[config.mk]
export PLATFORM = sky130hd
export DESIGN_NAME = seg_scan_ctrl
export DESIGN_NICKNAME = d
export VERILOG_FILES = /design/src/rtl/seg_scan_ctrl.sv
export SDC_FILE = /design/constraint.sdc
export NUM_CORES = 1
export LEC_CHECK = 0
export CORE_ASPECT_RATIO = 0.75
export CORE_MARGIN = 2
export CORE_UTILIZATION = 63
export CTS_CLUSTER_SIZE = 14
export DETAILED_ROUTE_END_ITERATION = 8
export DONT_BUFFER_PORTS = 1
export PLACE_DENSITY = 0.79
export SLEW_MARGIN = 20
export SYNTH_ARGS = -nofsm -noshare
export SYNTH_HDL_FRONTEND = slang
export SYNTH_SLANG_ARGS = --single-unit
[constraint.sdc]
create_clock -name clk -period 2.4 [get_ports clk]
set_input_delay 0.48 -clock clk [delete_from_list [all_inputs] [get_ports clk]]
set_output_delay 0.48 -clock clk [all_outputs]
set_load 0.02 [all_outputs]
[src/rtl/seg_scan_ctrl.sv]
// Scan controller for a multiplexed common-anode 7-segment display: double-buffered
// value, per-digit slot timing, leading-zero blanking, DP control and PWM brightness.
module seg_scan_ctrl #(
    parameter int NUM_DIGITS  = 4,
    parameter int SLOT_CYCLES = 50000
) (
    input  logic                      clk,
    input  logic                      rst_n,
    input  logic                      load_valid,
    output logic                      load_ready,
    input  logic [4*NUM_DIGITS-1:0]   load_data,
    input  logic [NUM_DIGITS-1:0]     load_dp,
    input  logic                      lz_en,
    input  logic [2:0]                bright,
    output logic [3:0]                bcd_out,
    output logic [NUM_DIGITS-1:0]     dig_sel_n,
    output logic                      dp_n,
    output logic                      frame_tick
);

    localparam int CW      = $clog2(SLOT_CYCLES);
    localparam int SUB_LEN = SLOT_CYCLES / 8;
    localparam int SW      = (SUB_LEN > 1) ? $clog2(SUB_LEN) : 1;
    localparam int DW      = $clog2(NUM_DIGITS);

    logic [CW-1:0]           slot_cnt_q, slot_cnt_d;
    logic [SW-1:0]           sub_cnt_q, sub_cnt_d;
    logic [2:0]              phase_q, phase_d;
    logic [DW-1:0]           dig_idx_q, dig_idx_d;
    logic [4*NUM_DIGITS-1:0] active_q, pend_q;
    logic [NUM_DIGITS-1:0]   active_dp_q, pend_dp_q;
    logic                    pend_full_q, pend_full_d;
    logic                    lz_q;
    logic [2:0]              bright_q;
    logic                    frame_tick_q;
    logic [3:0]              bcd_q, bcd_d;
    logic [NUM_DIGITS-1:0]   sel_n_q, sel_n_d;
    logic                    dp_n_q, dp_n_d;

    logic slot_last, sub_last, dig_last, frame_end, accept, commit;
    logic slot_start, all_zero, blank, dp_bit, on_phase, lit;
    logic [3:0] nib;

    always_comb begin
        slot_last  = (slot_cnt_q == CW'(SLOT_CYCLES - 1));
        sub_last   = (sub_cnt_q == SW'(SUB_LEN - 1));
        dig_last   = (dig_idx_q == DW'(NUM_DIGITS - 1));
        slot_start = (slot_cnt_q == '0);
        frame_end  = slot_last && dig_last;
        accept     = load_valid && !pend_full_q;
        commit     = frame_end && pend_full_q;

        slot_cnt_d = slot_last ? '0 : slot_cnt_q + CW'(1);
        sub_cnt_d  = sub_last ? '0 : sub_cnt_q + SW'(1);
        phase_d    = slot_last ? 3'd0 : (sub_last ? phase_q + 3'd1 : phase_q);
        dig_idx_d  = dig_idx_q;
        if (slot_last)
            dig_idx_d = dig_last ? '0 : dig_idx_q + DW'(1);

        pend_full_d = pend_full_q;
        if (commit)
            pend_full_d = 1'b0;
        else if (accept)
            pend_full_d = 1'b1;
    end

    // Per-digit display decision from the current scan state; registered below.
    always_comb begin
        nib      = active_q[4*int'(dig_idx_q) +: 4];
        dp_bit   = active_dp_q[dig_idx_q];
        all_zero = 1'b1;
        for (int i = 0; i < NUM_DIGITS; i++) begin
            if (i >= int'(dig_idx_q) && active_q[4*i +: 4] != 4'd0)
                all_zero = 1'b0;
        end
        blank    = lz_q && (dig_idx_q != '0) && all_zero;
        // Sub-phase 0 is dead time; bright=7 saturates at sub-phase 7.
        on_phase = (phase_q != 3'd0) && ({1'b0, phase_q} <= ({1'b0, bright_q} + 4'd1));
        lit      = on_phase && (!blank || dp_bit);
        sel_n_d  = lit ? ~(NUM_DIGITS'(1) << dig_idx_q) : '1;
        bcd_d    = blank ? 4'd0 : nib;
        dp_n_d   = !(on_phase && dp_bit);
    end

    always_ff @(posedge clk or negedge rst_n) begin
        if (!rst_n) begin
            slot_cnt_q   <= '0;
            sub_cnt_q    <= '0;
            phase_q      <= 3'd0;
            dig_idx_q    <= '0;
            active_q     <= '0;
            active_dp_q  <= '0;
            pend_q       <= '0;
            pend_dp_q    <= '0;
            pend_full_q  <= 1'b0;
            lz_q         <= 1'b0;
            bright_q     <= 3'd0;
            frame_tick_q <= 1'b0;
            bcd_q        <= 4'd0;
            sel_n_q      <= '1;
            dp_n_q       <= 1'b1;
        end else begin
            slot_cnt_q   <= slot_cnt_d;
            sub_cnt_q    <= sub_cnt_d;
            phase_q      <= phase_d;
            dig_idx_q    <= dig_idx_d;
            pend_full_q  <= pend_full_d;
            frame_tick_q <= commit;
            bcd_q        <= bcd_d;
            sel_n_q      <= sel_n_d;
            dp_n_q       <= dp_n_d;
            if (slot_start) begin
                lz_q     <= lz_en;
                bright_q <= bright;
            end
            if (accept) begin
                pend_q    <= load_data;
                pend_dp_q <= load_dp;
            end
            if (commit) begin
                active_q    <= pend_q;
                active_dp_q <= pend_dp_q;
            end
        end
    end

    assign load_ready = !pend_full_q;
    assign bcd_out    = bcd_q;
    assign dig_sel_n  = sel_n_q;
    assign dp_n       = dp_n_q;
    assign frame_tick = frame_tick_q;

endmodule
==> qor.csv <==
stage,metric,value,unit
timing,worstMarginPinSlew,0.5578,ns
floorplanning,core-area,0.006350,mm²
cts,cts.path.max_buffers,2,
pwr,power,2.545,mW
logic_synthesis,yosys.cell_types.count,45,
setup_path,max_stage_delay,0.43,ns
timing,min_period_over_period,86.84,%
timing,tns,0,ns
cells_and_area,antenna_cells,0,
timing,rsz0062_at_grt,false,
run_status,violations,hold timing,
timing,slew_violations,0,
cts,clk_pin_slew,0.09,ns
cells_and_area,fill_cells,464,
cells_and_area,fin_nets,367,
grt,overflow,0,
floorplanning,die_h,74.38,µm
grt,grt_max_degree,90,
logic_synthesis,ys_ff_latch,89,
grt,antenna_found_initial,0,
floorplanning,die_w,97.84,µm
cells_and_area,area_delta_synth_final,5.925,%
timing,fin_skew,0.01001,ns
pwr,p_per_area,577.4,mW/mm²
setup_path,cp_max_fo,12,
floorplanning,dieArea,0.007276,mm²
cts,h-tree-depth,3,
floorplanning,ioPinCount,38,
detailed_routing,wl_per_cell,17.16,µm
timing,hold_violations,88,
logic_synthesis,yosys.area.top_type,dfrtp_1,
detailed_routing,num_vias,2432,
logic_synthesis,avgSynthCellArea,13.00,µm²
pwr,p_leak,1.976,nW
setup_path,crit_arrival,2.32,ns
timing,relSlewSlack,62.29,%
logic_synthesis,yosys.area.top_type_share,50.53,%
cts,cts_buffers,9,
cts,insertion_delay,0.35,ns
placement,hpwl,5083,µm
flow_run,cap_viol_max_count,0,
logic_synthesis,syn-num-nets,362,
detailed_routing,drt_first_pass_iters,4,
setup_path,path_delay_family,simple AND/OR/NAND/NOR gates,
cts,cts_tree,done,
logic_synthesis,syn_area,0.004160,mm²
cts,postCtsSetupRepairBufs,0,
timing,min_period,2.084,ns
detailed_routing,vias_per_cell,5.917,
logic_synthesis,synthTopCellsByArea,"dfrtp_1 51%, mux2_2 7.6%, mux2_4 6.5%",
logic_synthesis,synthCells,320,
setup_path,crit_chain,ha_1 -> and4_1 -> nand4_4 -> nor2_8 -> buf_12 -> mux2_4,
setup_path,worstPathRequired,2.64,ns
cells_and_area,ff_latch_area,0.002233,mm²
setup_path,crit_path_end_kind,flip-flop,
detailed_routing,drtIter0Drc,143,
timing,setup_violations,0,
placement,gp_congestion,0.8894,
grt,grt_first_pass_wirelength,12100,µm
floorplanning,num_rows,25,
cells_and_area,stdcell_area,0.004407,mm²
timing,whs,-0.1877,ns
logic_synthesis,ys_seq_area_share,53.68,%
grt,grt_pass1_vias,2422,
cts,clkSinkCount,89,
worst_hold_path,min-delay-path-class,in2async,
cells_and_area,multi_input_area,0.001775,mm²
setup_path,crit_type,reg2reg,
detailed_routing,drcViolationCount,0,
placement,pre_cts_ws,0.3390,ns
placement,place_area,0.004228,mm²
grt,grt_use_total,21.48,%
cells_and_area,drive_gt1_share,26.36,%
floorplanning,initial_core_util,65.52,%
setup_path,crit_slowest_cell,dfrtp_1,
cts,root_buffer,clkbuf_8,
setup_path,startpoint_type,flip-flop,
placement,io_buffers,0,
timing,setup_slack,0.3158,ns
detailed_routing,drt-total-wl,7051,µm
run_status,outcome,finished with violations,
cts,cts_resized,0,
timing,max_freq,479.8,MHz
detailed_routing,ant_nets,0,
setup_path,path_buf_inv,1,
pwr,peakVddDrop,0.4124,mV
logic_synthesis,ys_warn_count,0,
cells in the mapped netlist, drive strengths merged:
| cell | n |
|---|---|
| mux4 | 5 |
| inv | 16 |
| o41ai | 1 |
| or3 | 1 |
| nand2b | 1 |
| nor4b | 2 |
| dfrtp | 84 |
| nor4bb | 1 |
| nor2b | 4 |
| dfstp | 5 |
| nand4 | 10 |
| a31o | 1 |
| xor2 | 10 |
| nor2 | 29 |
| or4 | 1 |
| nor3 | 3 |
| clkbuf | 3 |
| nand3 | 19 |
| xnor2 | 14 |
| and4 | 6 |
| o21ai | 2 |
| and2 | 2 |
| nand2 | 13 |
| a32oi | 1 |
| a211oi | 1 |
| o311ai | 1 |
| mux2i | 2 |
| nor4 | 8 |
| a21oi | 2 |
| mux2 | 46 |
| ha | 15 |
| and3 | 2 |
| buf | 9 |
final cells by class:
type,instances,area share [%]
Clock buffer,10,2.896
Clock inverter,6,1.164
Inverter,16,1.363
Multi-Input combinational cell,203,40.29
Sequential cell,89,50.68
Tap cell,81,2.300
Timing Repair Buffer,6,1.306
state kept, by name, indices dropped and copies added (netlist names):
register	count
active_q	16
pend_q	16
slot_cnt_q	16
sub_cnt_q	13
active_dp_q	4
bcd_out	4
dig_sel_n	4
pend_dp_q	4
bright_q	3
phase_q	3
dig_idx_q	2
dp_n	1
frame_tick	1
lz_q	1
pend_full_q	1
cell families (layout without fill, tap and decap cells):
logic type	count (synthesis)	in the layout	share of synthesized area (%)
flip-flops	89	89	53.68
adder cells (fa/ha/maj)	15	15	4.511
multiplexers	53	53	17.26
XOR/XNOR	24	24	5.053
buffers and inverters	28	38	3.699
AND/OR/NAND/NOR	102	102	14.29
AO/OA/AOI/OAI	9	9	1.504
path summary, 6_finish.rpt:
| kind | startpoint | endpoint | slack (ns) | cells past startpoint |
|---|---|---|---|---|
| worst max register to register | slot_cnt_q[0]$_DFF_PN0_ | active_dp_q[3]$_DFFE_PN0P_ | 0.32 | 6 |
| min in group clk | load_valid | pend_full_q$_DFFE_PN0P_ | 0.25 | 2 |
| worst min-delay path | rst_n | slot_cnt_q[12]$_DFF_PN0_ | -0.19 | 0 |
| worst max-delay path | slot_cnt_q[0]$_DFF_PN0_ | active_dp_q[3]$_DFFE_PN0P_ | 0.32 | 6 |
| worst min register to register | pend_q[12]$_DFFE_PN0P_ | active_q[12]$_DFFE_PN0P_ | 0.51 | 1 |
| max in group asynchronous | rst_n | dp_n$_DFF_PN1_ | 2.37 | 0 |
worst reg2reg max path: stages (launching register included):
cell and delay (ns):
dfrtp_1 0.43, ha_1 0.29, and4_1 0.27, nand4_4 0.17, nor2_8 0.31, buf_12 0.20, mux2_4 0.31
power breakdown:
part / total (mW) / internal (mW) / leakage [nW] / switching [mW]
logic: 0.0540 / 0.0379 / 0.737 / 0.0161
clock network: 0.925 / 0.391 / 0.0879 / 0.534
registers: 1.57 / 1.54 / 1.15 / 0.0247
total: 2.54 / 1.97 / 1.98 / 0.575
per-stage QoR:
step / util [%] / cells
finish: 69.40 / 411
global route: 69.40 / 411
CTS: 69.40 / 411
detailed placement: 66.58 / 395
global placement: 66.58 / 395
floorplan: - / 320
cell usage in the layout (no fill, tap or decap), drive strengths merged, types with 5 or more instances in the layout:
master	count
dfrtp	84
mux2	46
nor2	29
nand3	19
inv	19
ha	15
xnor2	14
nand2	13
xor2	10
nand4	10
clkbuf	10
nor4	8
and4	6
buf	6
mux4	5
dfstp	5
metal layers:
layer	share of wire [%]	track usage, %	vias to the layer above
met5	0	0	-
met4	0.81	6.173	0
li1	-	-	1134
met3	6.5	6.767	6
met1	49	32.34	1226
met2	44	30.21	66
No activity file was read; power rests on OpenSTA's default activity.
